### config.mk
export PLATFORM = sky130hd
export DESIGN_NAME = fetch_stage
export DESIGN_NICKNAME = d
export VERILOG_FILES = /design/src/rtl/rv32i_pkg.sv /design/src/rtl/fetch_buffer.sv /design/src/rtl/fetch_stage.sv
export SDC_FILE = /design/constraint.sdc
export NUM_CORES = 1
export LEC_CHECK = 0
export CORE_ASPECT_RATIO = 1.1
export CORE_UTILIZATION = 48
export CTS_CLUSTER_DIAMETER = 200
export CTS_CLUSTER_SIZE = 25
export DETAILED_ROUTE_END_ITERATION = 10
export GPL_TIMING_DRIVEN = 0
export MAX_ROUTING_LAYER = met4
export PLACE_DENSITY = 0.79
export SYNTH_ARGS = -nofsm -noshare
export SYNTH_HDL_FRONTEND = slang
export SYNTH_SLANG_ARGS = --single-unit
### constraint.sdc
create_clock -name clk -period 9.6 [get_ports clk]
set_input_delay 1.92 -clock clk [delete_from_list [all_inputs] [get_ports clk]]
set_output_delay 1.92 -clock clk [all_outputs]
set_load 0.02 [all_outputs]
### src/rtl/rv32i_pkg.sv
// rv32i_pkg: shared RV32I constants, opcodes and fetch state encoding
package rv32i_pkg;
    localparam int XLEN = 32;
    localparam logic [31:0] RESET_PC = 32'h0000_0000;
    localparam logic [6:0] OP_RTYPE = 7'b0110011;
    localparam logic [6:0] OP_LOAD = 7'b0000011;
    localparam logic [6:0] OP_STORE = 7'b0100011;
    localparam logic [6:0] OP_BRANCH = 7'b1100011;
    localparam logic [31:0] NOP = 32'h0000_0013;
    typedef enum logic [1:0] {S_REQ, S_WAIT, S_DROP} fetch_state_t;
endpackage

### src/rtl/fetch_buffer.sv
// fetch_buffer: 2-entry FIFO of {pc, instr}; head reads as zero when empty
module fetch_buffer #(
    parameter int XLEN = 32
) (
    input  logic            clk,
    input  logic            rst,
    input  logic            push,
    input  logic            pop,
    input  logic            flush,
    input  logic [XLEN-1:0] push_pc,
    input  logic [31:0]     push_instr,
    output logic [1:0]      count,
    output logic [XLEN-1:0] head_pc,
    output logic [31:0]     head_instr
);
    logic [XLEN-1:0] pc0, pc1;
    logic [31:0] in0, in1;
    logic [1:0] slot;
    assign slot = count - 2'(pop);
    assign head_pc = count != 2'd0 ? pc0 : '0;
    assign head_instr = count != 2'd0 ? in0 : '0;
    always_ff @(posedge clk) begin
        if (rst || flush) count <= 2'd0;
        else count <= count + 2'(push) - 2'(pop);
    end
    // entry 0 is always the head; a pop shifts entry 1 down before any push lands
    always_ff @(posedge clk) begin
        if (pop) begin
            pc0 <= pc1;
            in0 <= in1;
        end
        if (push && slot == 2'd0) begin
            pc0 <= push_pc;
            in0 <= push_instr;
        end
        if (push && slot == 2'd1) begin
            pc1 <= push_pc;
            in1 <= push_instr;
        end
    end
endmodule

### src/rtl/fetch_stage.sv
// fetch_stage: RV32I fetch with single outstanding imem request, 2-entry buffer and redirect flush
module fetch_stage
    import rv32i_pkg::*;
#(
    parameter int XLEN = rv32i_pkg::XLEN,
    parameter logic [XLEN-1:0] RESET_PC = rv32i_pkg::RESET_PC,
    parameter int BUF_DEPTH = 2
) (
    input  logic            clk,
    input  logic            rst,
    output logic            imem_req_valid,
    input  logic            imem_req_ready,
    output logic [XLEN-1:0] imem_addr,
    input  logic            imem_rsp_valid,
    input  logic [31:0]     imem_rsp_data,
    input  logic            redirect_valid,
    input  logic [XLEN-1:0] redirect_pc,
    output logic            id_valid,
    input  logic            id_ready,
    output logic [XLEN-1:0] id_pc,
    output logic [31:0]     id_instr,
    output logic [6:0]      id_opcode
);
    localparam logic [1:0] FULL = 2'(BUF_DEPTH);
    fetch_state_t state, state_n;
    logic [XLEN-1:0] pc, pc_n;
    logic [1:0] count;
    logic req_fire, push, pop;
    assign imem_req_valid = state == S_REQ && count < FULL && !redirect_valid && !rst;
    assign imem_addr = pc;
    assign req_fire = imem_req_valid && imem_req_ready;
    assign push = state == S_WAIT && imem_rsp_valid && !redirect_valid;
    assign id_valid = count != 2'd0 && !redirect_valid;
    assign pop = id_valid && id_ready;
    assign id_opcode = id_instr[6:0];
    always_comb begin
        state_n = state;
        pc_n = pc;
        if (redirect_valid) begin
            pc_n = redirect_pc & ~XLEN'(3);
            state_n = state != S_REQ && !imem_rsp_valid ? S_DROP : S_REQ;
        end else if (req_fire) begin
            pc_n = pc + XLEN'(4);
            state_n = S_WAIT;
        end else if (state != S_REQ && imem_rsp_valid) begin
            state_n = S_REQ;
        end
    end
    always_ff @(posedge clk) begin
        if (rst) begin
            state <= S_REQ;
            pc <= RESET_PC;
        end else begin
            state <= state_n;
            pc <= pc_n;
        end
    end
    // pc already advanced past the outstanding request, so its address is pc-4
    fetch_buffer #(.XLEN(XLEN)) u_buf (
        .clk       (clk),
        .rst       (rst),
        .push      (push),
        .pop       (pop),
        .flush     (redirect_valid),
        .push_pc   (pc - XLEN'(4)),
        .push_instr(imem_rsp_data),
        .count     (count),
        .head_pc   (id_pc),
        .head_instr(id_instr)
    );
endmodule

# Word-level counts from Yosys, hierarchy flattened

Index checks and enable logic that the tools add are counted.
W data, S select, Z words.

Bits in read-only memories: 0
Register bits after elaboration: 164
RAM bits: 0
Memories kept: 0
Bits in latches: 0
Output and inout bits: 105

Mux-type cells: 12
Div/mod/pow operators: 0
Bitwise gates (word level): 0
Reduce and logical (&&, ||, !) cells: 24
Order comparisons: 1
Shift operators: 0
Add/sub/neg operators: 5
Multipliers: 0
Eq/ne operators: 2

Operators by type and width:

| cell                    | number |
|---|---|
| $mux W32                | 8 |
| $add A32 B3 Y32 const B | 1 |
| $sub A32 B3 Y32 const B | 1 |
| $logic_and A1 B1 Y1     | 12 |
| $mux W2                 | 4 |
| $reduce_bool A2 Y1      | 4 |
| $eq A2 B1 Y1 const B    | 2 |
| $logic_not A2 Y1        | 2 |
| $sub A2 B1 Y2           | 2 |
| $logic_not A1 Y1        | 3 |
| $reduce_bool A3 Y1      | 1 |
| $add A2 B1 Y2           | 1 |
| $lt A2 B2 Y1 const B    | 1 |
| $reduce_or A2 Y1        | 1 |
| $logic_or A1 B1 Y1      | 1 |

# Depth between registers and ports, before layout

Depth after elaboration: 7
Depth in mapped cells: 10

# By module

Synthesis repeated with hierarchy kept, for this count alone.

Cells, all modules: 625
Area, all modules: 8071.5 sq um

By module, submodules not included:

| module       | area each (sq um) | cells each | instances |
|---|---|---|---|
| fetch_buffer | 5429.0            | 285        | 1 |
| fetch_stage  | 2642.5            | 340        | 1 |

# Worst setup path before layout

OpenSTA, ideal clock, no wires.

Kind: input to register
Start: in redirect_valid
End: reg u_buf.in1[0] (enable)
Library setup time: 0.558 ns
Path slack: 1.871 ns
Arrival time: 7.171 ns
Cell stages on the path: 6
Data required time: 9.042 ns
Cells stage by stage: clkbuf_1 nor2_1 and2_1 ha_1 xor2_1 nor3_1

Word-level cells in the longest chain between the ends: 6
Elaborated cells on any way between the ends: 7

RTL lines:

| item                 | line               | RTL |
|---|---|---|
| from (decl)          | fetch_stage.sv:16  | `input logic redirect_valid,` |
| $logic_not A1 Y1     | fetch_stage.sv:33  | `assign id_valid = count != 2'd0 && !redirect_valid;` |
| $logic_and A1 B1 Y1  | fetch_stage.sv:33  |  |
| via id_valid         | fetch_stage.sv:18  | `output logic id_valid,` |
| $logic_and A1 B1 Y1  | fetch_stage.sv:34  | `assign pop = id_valid && id_ready;` |
| $sub A2 B1 Y2        | fetch_buffer.sv:19 | `assign slot = count - 2'(pop);` |
| $eq A2 B1 Y1         | fetch_buffer.sv:36 | `if (push && slot == 2'd1) begin` |
| $logic_and A1 B1 Y1  | fetch_buffer.sv:36 |  |
| to (signal assigned) | fetch_buffer.sv:38 | `in1 <= push_instr;` |
| to (decl)            | fetch_buffer.sv:17 | `logic [31:0] in0, in1;` |

The timed path passes the listed nets, and every way through them passes these cells.
A chain may end at the register's enable or synchronous reset.

# Worst setup path in the final report

Start: in redirect_valid
End: out imem_req_valid

Word-level cells in the longest chain between the ends: 3

RTL lines:

| item                             | line              | RTL |
|---|---|---|
| $logic_not A1 Y1                 | fetch_stage.sv:29 | `assign imem_req_valid = state == S_REQ && count < FULL && !redirect_valid && !rst;` |
| $logic_and A1 B1 Y1 (2 in a row) | fetch_stage.sv:29 |  |
| to (decl)                        | fetch_stage.sv:11 | `output logic imem_req_valid,` |

Every way passes these cells.

==> flow_summary.toml <==
[status]
status = "completed"

[power]
powerDensity_mw_per_mm2 = 156.5
p_sw_share_pct = 23.16
p_seq_share_pct = 46.5
internal_power_mw = 1.261
power_switching_uw = 380.0
comb_power_share_pct = 11.3
peakVddDrop_mv = 0.1194
clockPowerShare_pct = 42.2
cellLeakagePower_nw = 3.643

[yosys]
synthTopCellsByArea = "edfxtp_1, dfxtp_1, nand2_1, nor2b_1, clkbuf_1"
yosysTopAreaCell = "edfxtp_1"
ys_seq_area_share_pct = 55.98
synth_top_area_share_pct = 47.33
async_flop_share_pct = 0
synth_edf_count = 124
synth_flop_cell = "edfxtp_1"
synth_cell_types = 58
syn_area_mm2 = 0.007868
synth_warnings = 0
avgSynthCellArea_um2 = 10.01
postSynthCellCount = 786
ys_seq_elements = 158

[critical_path]
cp.required_ps = 7680
crit_chain = "clkdlybuf4s50_1 -> or2_2 -> nor4_1 -> clkdlybuf4s50_1"
r2r-start = "u_buf.count[1]"
arrival_ps = 3850
cp_slowest_cell = "clkdlybuf4s50_1"
path_buf_inv = 2
reg2reg_to = "u_buf.pc0[30]"
endpoint_kind = "primary output"
crit_top_cell = "clkdlybuf4s50_1"
cp_top_family = "buffers and inverters"
criticalPathCategory = "input port to primary output"
cpPeakStageDelay_ps = 690
crit_path_max_fanout = 7
startpoint_type = "input port"
r2r_slack_ps = 5710
reg2reg_depth = 9

[hold_path]
whs_path_depth = 2
hp-start = "u_buf.in1[22]"
min_to = "u_buf.in0[22]"
hold_class = "register to register"

[route]
antenna_left = 0
drc = 0
detail_route.first_pass.iterations = 6
wire_per_inst_um = 16.61
vias = 6610
drt-total-wl_um = 19830
drt_iter0_drc = 571
viasPerCell = 5.536

[global_routing]
track_usage_pct = 24.77
grt_pass1_vias = 6218
grt_pass1_wl_um = 30970
grt.overflow.total = 0
grt_max_degree = 63
antenna_found_initial = 0

[sta]
layout_setup_ws_ps = 3825
finalHoldViolations = 0
skew_ps = 10.06
drv_slew = 0
fin_tns_setup_ps = 0
period_minus_slack_ps = 5775
max-slew-margin-rel_pct = 35.52
tightest_slew_ps = 963.7
hold_ws_ps = 515.0
setup_viol = 0
rsz0062_at_grt = "false"
max_freq_mhz = 173.2
finalCritPeriodShare_pct = 60.15

[clock_network]
htreeDepth = 4
cts.path.max_buffers = 2
hold_buffers = 0
postCtsSetupBuffers = 0
numClockSinks = 158
cts_root_buffer = "clkbuf_16"
path_clk_slew_ps = 60
cts_tree = "built"
cts_made_buffers = 17
cts_resized = 0
clk_latency_ps = 420

[placed_design]
place_ws_ps = 3854
portBuffers = 168
dp_hpwl_um = 14380
gp_congestion = 0.9073

[layout]
fin_nets = 1055
regArea_mm2 = 0.004404
nFillCells = 1264
diodes = 0
multi_input_area_mm2 = 0.003114
finish.utilization_pct = 66.13
drive_gt1_share_pct = 5.634
syn_to_final_growth_pct = 33.27

[floorplan]
pin_count = 175
core_area_mm2 = 0.01586
die_h_um = 136.3
num_rows = 48
start_util_pct = 49.62
die_w_um = 124.1
dieArea_mm2 = 0.01691

[job]
maxCapViolations = 0
kinds of logic after synthesis:
logic type               Yosys count  share of synthesized area [%]
flip-flops                       158                          55.98
other                              1                        0.04766
XOR/XNOR                          23                          2.560
AND/OR/NAND/NOR                  410                          26.84
multiplexers                       8                          1.145
buffers and inverters             88                          4.739
AO/OA/AOI/OAI                     94                          8.047
adder cells (fa/ha/maj)            4                         0.6362
through the flow:
step	instance area, um^2	total power [mW]	cells
final	10490	1.641	1194
after global placement	9811	0.9560	1157
after detailed placement	9879	0.9586	1162
after global routing	10490	1.690	1194
after CTS	10490	1.647	1194
after floorplan	7879	0.8747	789
sequential cells by signal, summed over array words and instances (netlist names):
name and flops:
u_buf.in1 32, imem_addr 30, u_buf.pc0 30, u_buf.in0 32, u_buf.pc1 30, u_buf.count 2
state 2
cell type report:
type | count | share of cell area (%)
sequential | 158 | 42.00
multi-input combinational | 543 | 29.70
timing repair buffer | 173 | 16.58
clock buffer | 20 | 4.165
buffer | 69 | 2.876
tap | 200 | 2.387
clock inverter | 12 | 1.611
inverter | 19 | 0.6802
worst register-to-register path, cell delays in order, from the launching register on:
cell and delay [ps]:
dfxtp_1 360, nor2_1 760, nor2_1 140, and2_1 250, ha_1 200, xor2_1 230
nor3_1 390, clkbuf_1 530, clkbuf_1 560, a31oi_1 180
synthesized netlist by cell type, drive strengths merged (3+ instances only):
library cell / count
nor3b: 6
nor2b: 64
nand3b: 3
a31oi: 17
nor2: 51
dfxtp: 34
xnor2: 13
nor3: 17
nand2b: 3
o31a: 3
and2: 3
a211oi: 8
buf: 14
a311oi: 6
and3: 4
mux2: 8
or4: 17
edfxtp: 124
clkbuf: 55
and4: 7
or2: 4
xor2: 10
nand3: 22
a21oi: 13
o31ai: 12
nand4b: 3
nand2: 155
a221oi: 4
nand4: 18
o21ai: 18
ha: 4
nor4: 15
a2111oi: 3
inv: 19
or3: 11
routing by layer:
| layer | GRT usage [%] | part of all wire, % |
|---|---|---|
| met5 | - | 0 |
| met4 | 11.38 | 2.7 |
| met3 | 4.027 | 6.9 |
| met2 | 39.66 | 49 |
| met1 | 30.57 | 41 |
cell usage in the layout, fill, tap and decap left out, drive strengths merged, types with 15 or more instances in the layout:
cell / n
clkdlybuf4s50: 168
or4: 17
nand3: 22
nand4: 18
a31oi: 17
edfxtp: 124
buf: 19
dfxtp: 34
clkbuf: 75
nor3: 17
inv: 19
nor4: 15
o21ai: 18
nor2: 51
nor2b: 64
nand2: 155
power by group through the flow:
stage,clock network (mW),registers (mW),logic (mW)
final,0.693,0.763,0.186
after global routing,0.725,0.764,0.201
after CTS,0.701,0.762,0.184
after detailed placement,0,0.776,0.182
after global placement,0,0.777,0.179
after floorplan,0,0.785,0.0901
how the worst max path moves through the flow:
stage / start / endpoint / slack, ps / depth (start not counted)
after floorplan: redirect_valid / u_buf.in1[0] / 1870 / 6
after global placement: redirect_valid / u_buf.in1[28] / -860 / 7
after detailed placement: redirect_valid / imem_req_valid / 3850 / 4
after CTS: redirect_valid / imem_req_valid / 3830 / 4
after global routing: redirect_valid / imem_req_valid / 3730 / 4
final: redirect_valid / imem_req_valid / 3830 / 4
No activity file was read; power rests on OpenSTA's default activity.
